`src/rtl/rgb_fade_sequencer.sv`:
```
// rgb_fade_sequencer: steps through a 7-entry rainbow palette, resting on
// each colour for HOLD_TICKS step_tick strobes and then crossfading every
// channel linearly toward the next colour by STEP per strobe.
// Optional feature macro: RGB_SEQ_DIM_EN adds a 2-bit 'dim' input and a
// registered output stage that right-shifts the duties by 'dim'.
module rgb_fade_sequencer #(
  parameter int HOLD_TICKS = 100,
  parameter int STEP       = 1
) (
  input  logic       clk,
  input  logic       nrst,
  input  logic       step_tick,
  input  logic       run,
  input  logic       dir,
  input  logic       skip,
`ifdef RGB_SEQ_DIM_EN
  input  logic [1:0] dim,
`endif
  output logic [7:0] duty_r,
  output logic [7:0] duty_g,
  output logic [7:0] duty_b,
  output logic [2:0] color_idx,
  output logic       busy,
  output logic       wrap
);

  typedef enum logic [1:0] {IDLE, HOLD, FADE} state_t;

  localparam int             HCW       = (HOLD_TICKS > 1) ? $clog2(HOLD_TICKS) : 1;
  localparam logic [HCW-1:0] HOLD_LAST = HCW'(HOLD_TICKS - 1);
  localparam logic [7:0]     STEP8     = 8'(STEP);

  function automatic logic [23:0] palette(input logic [2:0] idx);
    case (idx)
      3'd0:    palette = 24'h7F0000;
      3'd1:    palette = 24'h7F5200;
      3'd2:    palette = 24'h7F7F00;
      3'd3:    palette = 24'h007F00;
      3'd4:    palette = 24'h00007F;
      3'd5:    palette = 24'h250041;
      3'd6:    palette = 24'h774177;
      default: palette = 24'h7F0000;
    endcase
  endfunction

  function automatic logic [2:0] next_index(input logic [2:0] idx, input logic rev);
    if (rev) next_index = (idx == 3'd0) ? 3'd6 : idx - 3'd1;
    else     next_index = (idx == 3'd6) ? 3'd0 : idx + 3'd1;
  endfunction

  // The clamp keeps the add/subtract inside 0..255, so no overflow occurs.
  function automatic logic [7:0] fade_step(input logic [7:0] cur, input logic [7:0] tgt);
    if (tgt >= cur) fade_step = ((tgt - cur) <= STEP8) ? tgt : cur + STEP8;
    else            fade_step = ((cur - tgt) <= STEP8) ? tgt : cur - STEP8;
  endfunction

  state_t         state_q, state_d;
  logic [2:0]     idx_q, idx_d;
  logic [7:0]     duty_r_q, duty_r_d;
  logic [7:0]     duty_g_q, duty_g_d;
  logic [7:0]     duty_b_q, duty_b_d;
  logic [HCW-1:0] hold_cnt_q, hold_cnt_d;
  logic           wrap_q, wrap_d;
  logic           skip_q, skip_d;

  logic           skip_edge;
  logic [23:0]    target;
  logic [2:0]     adv_idx;
  logic [23:0]    adv_target;
  logic           adv_wraps;
  logic [7:0]     faded_r, faded_g, faded_b;

  // Next-state logic: skip beats step_tick, and a run drop always returns to IDLE.
  always_comb begin
    skip_d     = skip;
    skip_edge  = skip & ~skip_q;
    target     = palette(idx_q);
    adv_idx    = next_index(idx_q, dir);
    adv_target = palette(adv_idx);
    adv_wraps  = dir ? (idx_q == 3'd0) : (idx_q == 3'd6);
    faded_r    = fade_step(duty_r_q, target[23:16]);
    faded_g    = fade_step(duty_g_q, target[15:8]);
    faded_b    = fade_step(duty_b_q, target[7:0]);

    state_d    = state_q;
    idx_d      = idx_q;
    duty_r_d   = duty_r_q;
    duty_g_d   = duty_g_q;
    duty_b_d   = duty_b_q;
    hold_cnt_d = hold_cnt_q;
    wrap_d     = 1'b0;

    case (state_q)
      IDLE: begin
        if (skip_edge) begin
          idx_d    = adv_idx;
          wrap_d   = adv_wraps;
          duty_r_d = adv_target[23:16];
          duty_g_d = adv_target[15:8];
          duty_b_d = adv_target[7:0];
        end else if (run) begin
          hold_cnt_d = '0;
          state_d    = ({duty_r_q, duty_g_q, duty_b_q} == target) ? HOLD : FADE;
        end
      end
      HOLD, FADE: begin
        if (!run) begin
          state_d    = IDLE;
          hold_cnt_d = '0;
          if (skip_edge) begin
            idx_d    = adv_idx;
            wrap_d   = adv_wraps;
            duty_r_d = adv_target[23:16];
            duty_g_d = adv_target[15:8];
            duty_b_d = adv_target[7:0];
          end
        end else if (skip_edge) begin
          idx_d      = adv_idx;
          wrap_d     = adv_wraps;
          hold_cnt_d = '0;
          state_d    = FADE;
        end else if (step_tick) begin
          if (state_q == HOLD) begin
            if (hold_cnt_q == HOLD_LAST) begin
              idx_d      = adv_idx;
              wrap_d     = adv_wraps;
              hold_cnt_d = '0;
              state_d    = FADE;
            end else begin
              hold_cnt_d = hold_cnt_q + 1'b1;
            end
          end else begin
            duty_r_d = faded_r;
            duty_g_d = faded_g;
            duty_b_d = faded_b;
            if ({faded_r, faded_g, faded_b} == target) begin
              hold_cnt_d = '0;
              state_d    = HOLD;
            end
          end
        end
      end
      default: state_d = IDLE;
    endcase
  end

  // State register; reset aborts any fade straight back to red at index 0.
  always_ff @(posedge clk) begin
    if (nrst) begin
      state_q    <= IDLE;
      idx_q      <= 3'd0;
      duty_r_q   <= 8'h7F;
      duty_g_q   <= 8'h00;
      duty_b_q   <= 8'h00;
      hold_cnt_q <= '0;
      wrap_q     <= 1'b0;
      skip_q     <= 1'b0;
    end else begin
      state_q    <= state_d;
      idx_q      <= idx_d;
      duty_r_q   <= duty_r_d;
      duty_g_q   <= duty_g_d;
      duty_b_q   <= duty_b_d;
      hold_cnt_q <= hold_cnt_d;
      wrap_q     <= wrap_d;
      skip_q     <= skip_d;
    end
  end

`ifdef RGB_SEQ_DIM_EN
  logic [7:0] dim_r_q, dim_g_q, dim_b_q;
  logic [2:0] dim_idx_q;
  logic       dim_busy_q, dim_wrap_q;

  // Extra output stage: dimmed duties plus status delayed to stay aligned.
  always_ff @(posedge clk) begin
    if (nrst) begin
      dim_r_q    <= 8'h7F;
      dim_g_q    <= 8'h00;
      dim_b_q    <= 8'h00;
      dim_idx_q  <= 3'd0;
      dim_busy_q <= 1'b0;
      dim_wrap_q <= 1'b0;
    end else begin
      dim_r_q    <= duty_r_q >> dim;
      dim_g_q    <= duty_g_q >> dim;
      dim_b_q    <= duty_b_q >> dim;
      dim_idx_q  <= idx_q;
      dim_busy_q <= (state_q == FADE);
      dim_wrap_q <= wrap_q;
    end
  end

  assign duty_r    = dim_r_q;
  assign duty_g    = dim_g_q;
  assign duty_b    = dim_b_q;
  assign color_idx = dim_idx_q;
  assign busy      = dim_busy_q;
  assign wrap      = dim_wrap_q;
`else
  assign duty_r    = duty_r_q;
  assign duty_g    = duty_g_q;
  assign duty_b    = duty_b_q;
  assign color_idx = idx_q;
  assign busy      = (state_q == FADE);
  assign wrap      = wrap_q;
`endif

endmodule

```
`config.mk`:
```
export PLATFORM = sky130hd
export DESIGN_NAME = rgb_fade_sequencer
export DESIGN_NICKNAME = d
export VERILOG_FILES = /design/src/rtl/rgb_fade_sequencer.sv
export SDC_FILE = /design/constraint.sdc
export NUM_CORES = 1
export LEC_CHECK = 0
export BUFFER_PORTS_ARGS = -buffer_cell sky130_fd_sc_hd__buf_2
export CORE_UTILIZATION = 65
export DETAILED_ROUTE_END_ITERATION = 8
export GPL_ROUTABILITY_DRIVEN = 0
export PLACE_DENSITY = 0.93
export SLEW_MARGIN = 20
export SYNTH_ARGS = -nofsm -noshare
export SYNTH_HDL_FRONTEND = slang
export SYNTH_SLANG_ARGS = --single-unit
```
`constraint.sdc`:
```
create_clock -name clk -period 12 [get_ports clk]
set_input_delay 1.2 -clock clk [delete_from_list [all_inputs] [get_ports clk]]
set_output_delay 1.2 -clock clk [all_outputs]
set_load 0.005 [all_outputs]
```
-- Word level (Yosys, flattened, before mapping)
Cells that the tools add are included.
- add/sub/neg operators: 15
- order comparisons: 9
- equality and inequality tests: 27
- muxes and demuxes: 66
- bitwise gates (word level): 2
- reductions and logical operators: 8
- operators by type and width (operator ; number):
    $pmux W23 S6 ; 2
    $mux W8 ; 24
    $mux W7 ; 8
    $eq A24 B24 Y1 ; 2
    $le A8 B1 Y1 const B ; 6
    $pmux W8 S2 ; 3
    $sub A8 B8 Y8 ; 6
    $mux W3 ; 9
    $add A8 B1 Y8 const B ; 3
    $ge A8 B8 Y1 ; 3
    $sub A8 B1 Y8 const B ; 3
    $eq A3 B3 Y1 const B ; 6
    $mux W2 ; 9
    $pmux W7 S2 ; 1
    $eq A3 B2 Y1 const B ; 4
    $ne A4 B4 Y1 const B ; 3
    $ne A5 B5 Y1 const B ; 2
    $reduce_and A5 Y1 ; 2
    $ne A3 B3 Y1 const B ; 3
    $reduce_and A4 Y1 ; 2
    $add A7 B1 Y7 const B ; 1
    $eq A7 B7 Y1 const B ; 1
    $mux W1 ; 7
    $eq A3 B1 Y1 const B ; 2
    other kinds (14) ; 15
- register bits: 38
- input port bits: 6

-- Longest topological paths before layout
- depth in word-level cells: 13
- gate-level depth with buffers: 25

-- Least setup slack after synthesis
No wires, ideal clock.
- path type: reg2reg
- from: register idx_q[0] (netlist: color_idx[0])
- to: register hold_cnt_q[1]
- data arrival time: 5235 ps
- required time: 11928 ps
- path slack: 6694 ps
- cell stages (with the launch flop): 24
- path through: dfxtp_1 inv_1 ha_1 clkbuf_1 nor3_1 nand2b_1 clkbuf_1 inv_1 a21oi_1 inv_1 nand2_1 ha_1 buf_6 a21oi_2 o21ai_1 a221o_1 or4_4 o32a_2 and2_4 or4_4 o22ai_2 o2111ai_4 o21ai_4 mux2i_1
- word-level cells in the longest chain between the ends: 9
- elaborated cells between the ends (all ways): 34
- classes of those cells: 6 x add/sub; 9 x order compare; 8 x eq/ne; 10 x mux; 1 x reduce/logical
- ends and longest elaborated chain (element ; line ; source):
    start: declaration ; 58 ; logic [2:0] idx_q, idx_d;
    start signal: assignment ; 160 ; idx_q <= idx_d;
    $eq A3 B3 Y1 (tied with other cells) ; 34 ; case (idx)
    $pmux W23 S6 (*) ; 34 ;
    $sub A8 B8 Y8 (on tied branches) ; 54, 53 ;
    $le A8 B1 Y1 (on tied branches) ; 54, 53 ;
    $mux W8 (on tied branches) ; 54, 53 ;
    $mux W8 ; 53 ; if (tgt >= cur) fade_step = ((tgt - cur) <= STEP8) ? tgt : cur + STEP8;
    $eq A24 B24 Y1 (*) ; 136 ; if ({faded_r, faded_g, faded_b} == target) begin
    $ne A5 B5 Y1 (no line) (*) ; - ;
    $reduce_and A5 Y1 (no line) (*) ; - ;
    end signal: assignment ; 164 ; hold_cnt_q <= hold_cnt_d;
    end: declaration ; 62 ; logic [HCW-1:0] hold_cnt_q, hold_cnt_d;
Mark *: on every way between the ends. The rest lies on a longest branch, timed or not.
A chain may end at the register's enable or synchronous reset.

-- Worst setup path after layout
- from: register idx_q[0] (netlist: color_idx[0])
- to: register state_q[0]
- word-level cells in the longest chain between the ends: 9
- elaborated cells between the ends (all ways): 39
- classes of those cells: 6 x add/sub; 9 x order compare; 9 x eq/ne; 14 x mux; 1 x reduce/logical
- ends and longest elaborated chain (element ; line ; source):
    $eq A3 B3 Y1 (tied with other cells) ; 34 ;
    $pmux W23 S6 (*) ; 34 ;
    $sub A8 B8 Y8 (on tied branches) ; 54, 53 ;
    $le A8 B1 Y1 (on tied branches) ; 54, 53 ;
    $mux W8 (on tied branches) ; 54, 53 ;
    $mux W8 ; 53 ;
    $eq A24 B24 Y1 ; 136 ;
    $ne A5 B5 Y1 (no line) ; - ;
    $reduce_and A5 Y1 (no line) ; - ;
    end signal: assignment ; 159 ; state_q <= state_d;
    end: declaration ; 57 ; state_t state_q, state_d;
Mark *: on every way between the ends. The rest lies on a longest branch, timed or not. The select of a mux whose other input is x is not followed.

==> summary.txt <==
run status -> finished clean
Distinct cells, synth -> 87
initial DRC count -> 647
Final period util -> 50.6%
DP Area -> 0.00642 sq mm
internal power -> 906 uW
initial antenna violation count -> 0
Port Buffers -> 34
CTS tree -> built
Die ar. -> 0.0100 sq mm
first-pass GRT wire length -> 29700 um
clk buf depth -> 2
Worst-Margin Slew -> 1090 ps
Final ANT Viol Nets -> 0
DRC Markers -> 0
worst hold margin -> 501 ps
GRT overflow -> 0
Async SR Flop Fraction -> 0%
clk_skew -> 7.96 ps
Max VDD drop -> 0.000219 V
GR Util All Layers -> 36.0%
vias in the first global route -> 6213
routed vias -> 7007
Starting Density -> 67.3%
syn_nets -> 964
die height -> 100 um
CP Data Arrival Time -> 6300 ps
sequential share of power -> 11.5%
post-CTS setup buffers -> 0
YS warnings -> 0
WP data required -> 12220 ps
Area Overhead vs Synth -> 5.07%
# IOs -> 35
Leak -> 0.00274 uW
clk_lat worst skew -> 300 ps
prevailing post-synth register cell -> dfxtp_1
Worst-path clk slew -> 90 ps
Setup TNS -> 0 ps
Tmin final -> 6080 ps
Net Sw Power -> 1150 uW
DP Worst Slack -> 6090 ps
Detailed Route WL -> 18200 um
CP startpoint kind -> flip-flop
layout cells sized above 1 -> 8.64%
number of max-cap violations -> 0
relative max-transition margin -> 27.0%
Slew Limit Fails -> 0
core area -> 0.00928 sq mm
Final WS setup -> 5920 ps
Gate Count Post-Synth -> 889
Clock power frac -> 6.8%
PwrDens -> 314 mW/mm^2
post_cts resized -> 0
Final #Nets -> 965
Switching Share -> 56.0%
mean routed wirelength per cell -> 17.8 um
Fmax -> 165 MHz
Logic pwr share -> 81.6%
dpl cells -> 1012
# diodes -> 0
Num CTS Buffers -> 5
Clock Sinks -> 38
first-pass iteration count of the detailed router -> 6
Rows -> 35
kind of critical path -> flip-flop to flip-flop
dpl hpwl -> 13400 um
type of destination of the critical path -> flip-flop
Yosys reg bits -> 38
final setup vio count -> 0
largest net degree at the start of global routing -> 40
root buffer cell -> clkbuf_8
Fin. Hold Viols -> 0
Synth Area per Inst -> 7.02 sq um
synthesized cell area -> 0.00624 sq mm
hold buffer count at cts -> 0
CP max FO -> 10
final non-filler cell total -> 1020
H-tree depth -> 2
post-route cell area -> 0.00656 sq mm
Post-synth EDFFs -> 0
RSZ-0062 raised after global routing -> no
HP Class -> flip-flop to flip-flop
post-synthesis sequential area ratio -> 12.2%
number of vias per cell -> 6.87
die width -> 100 um
==> power groups by stage <==
stage	Combinational [uW]	Sequential, uW	Clock, uW
6_report	1680	237	141
5_1_grt	1820	243	146
4_1_cts	1620	234	141
3_5_place_dp	1610	237	0
3_3_place_gp	1580	235	0
2_1_floorplan	1290	205	0
==> placed cells by master, fill, tap and decap left out, types with 12 or more instances in the layout <==
cell	n
a211oi_1	14
a21oi_1	83
a31oi_1	12
and2_1	13
buf_2	34
dfxtp_1	38
ha_1	63
inv_1	57
mux2i_1	14
nand2_1	74
nand2b_1	21
nand3_1	21
nand4_1	14
nor2_1	85
nor2b_1	13
nor3_1	24
o211ai_1	12
o21ai_0	58
xnor2_1	21
xor2_1	12
==> layer usage <==
| layer | vias up | track usage, % | share of wire [%] |
|---|---|---|---|
| li1 | 3292 | - | - |
| met2 | 497 | 60.2 | 46 |
| met1 | 3158 | 47.3 | 40 |
| met3 | 60 | 5.50 | 11 |
| met5 | - | 0 | 0 |
| met4 | 0 | 12.5 | 2.8 |
==> synth_stat cells (6+ instances only) <==
| cell | n | area, sq um |
|---|---|---|
| dfxtp_1 | 38 | 761 |
| mux2i_1 | 14 | 140 |
| clkbuf_1 | 34 | 128 |
| nor4_1 | 9 | 56.3 |
| a21oi_1 | 83 | 415 |
| ha_1 | 63 | 788 |
| nor2b_1 | 13 | 81.3 |
| nand4_1 | 14 | 87.6 |
| a31oi_1 | 12 | 75.1 |
| o21ai_0 | 58 | 290 |
| fa_1 | 6 | 120 |
| nand3_1 | 21 | 105 |
| xor2_1 | 12 | 105 |
| o22ai_1 | 7 | 43.8 |
| a21o_1 | 11 | 82.6 |
| nand2b_1 | 21 | 131 |
| o221ai_1 | 11 | 96.3 |
| nor3_1 | 24 | 120 |
| nor2_1 | 85 | 319 |
| o211ai_1 | 12 | 90.1 |
| a22oi_1 | 6 | 45.0 |
| a2bb2oi_1 | 7 | 61.3 |
| a211oi_1 | 14 | 105 |
| xnor2_1 | 21 | 184 |
| a221oi_1 | 6 | 52.6 |
| or2_2 | 10 | 62.6 |
| buf_2 | 6 | 30.0 |
| and3_1 | 7 | 43.8 |
| and2_1 | 13 | 81.3 |
| or3_1 | 9 | 56.3 |
| nand2_1 | 74 | 278 |
| inv_1 | 57 | 214 |
==> layout make-up <==
type                            instances  area [sq um]
Sequential cell                        38           761
Clock inverter                          2          60.1
Inverter                               58           218
Timing Repair Buffer                   37           193
Clock buffer                            6          82.6
Fill cell                             756          2720
Multi-Input combinational cell        750          5080
Tap cell                              129           161
==> worst max-delay path, stage by stage (launching register included) <==
cell	delay (ps)
dfxtp_1	480
inv_1	130
ha_1	330
nor3_1	180
nand2b_1	300
inv_1	210
a21oi_1	260
inv_1	140
nand2_1	220
inv_1	160
ha_1	230
inv_1	70
fa_1	410
a2111o_1	310
a2111oi_2	360
nand3_1	210
nand2_1	260
o32ai_1	220
nor4b_1	550
and4bb_2	340
o2111ai_4	180
o22ai_2	230
mux2i_1	220
==> kinds of logic (layout without fill, tap and decap cells) <==
kind of cell	Yosys count	after routing	synth area share [%]
simple gates	335	335	27.6
compound gates	297	297	32.1
buf+inv	101	103	6.37
fa+ha+maj	69	69	14.5
flops	38	38	12.2
xor+xnor	33	33	4.63
mux	16	16	2.61
==> path summary, 6_finish.rpt <==
path | startpoint | to | slack, ps | depth (start not counted)
worst min register to register | hold_cnt_q[1] | hold_cnt_q[1] | 500 | 2
worst min-delay path | hold_cnt_q[1] | hold_cnt_q[1] | 500 | 2
worst max register to register | color_idx[0] | state_q[0] | 5920 | 22
worst max-delay path | color_idx[0] | state_q[0] | 5920 | 22
==> flip-flops by register name (all words and copies together) (netlist names) <==
register	flops
color_idx	3
duty_b	8
wrap	1
duty_g	8
hold_cnt_q	7
duty_r	8
state_q	2
skip_q	1
==> stage by stage <==
step | utilization, % | power (uW)
after floorplan | - | 1490
after global placement | 69.1 | 1810
after detailed placement | 69.1 | 1840
after CTS | 70.7 | 1990
after global routing | 70.7 | 2210
final | 70.7 | 2060
No activity file was read; power rests on OpenSTA's default activity.
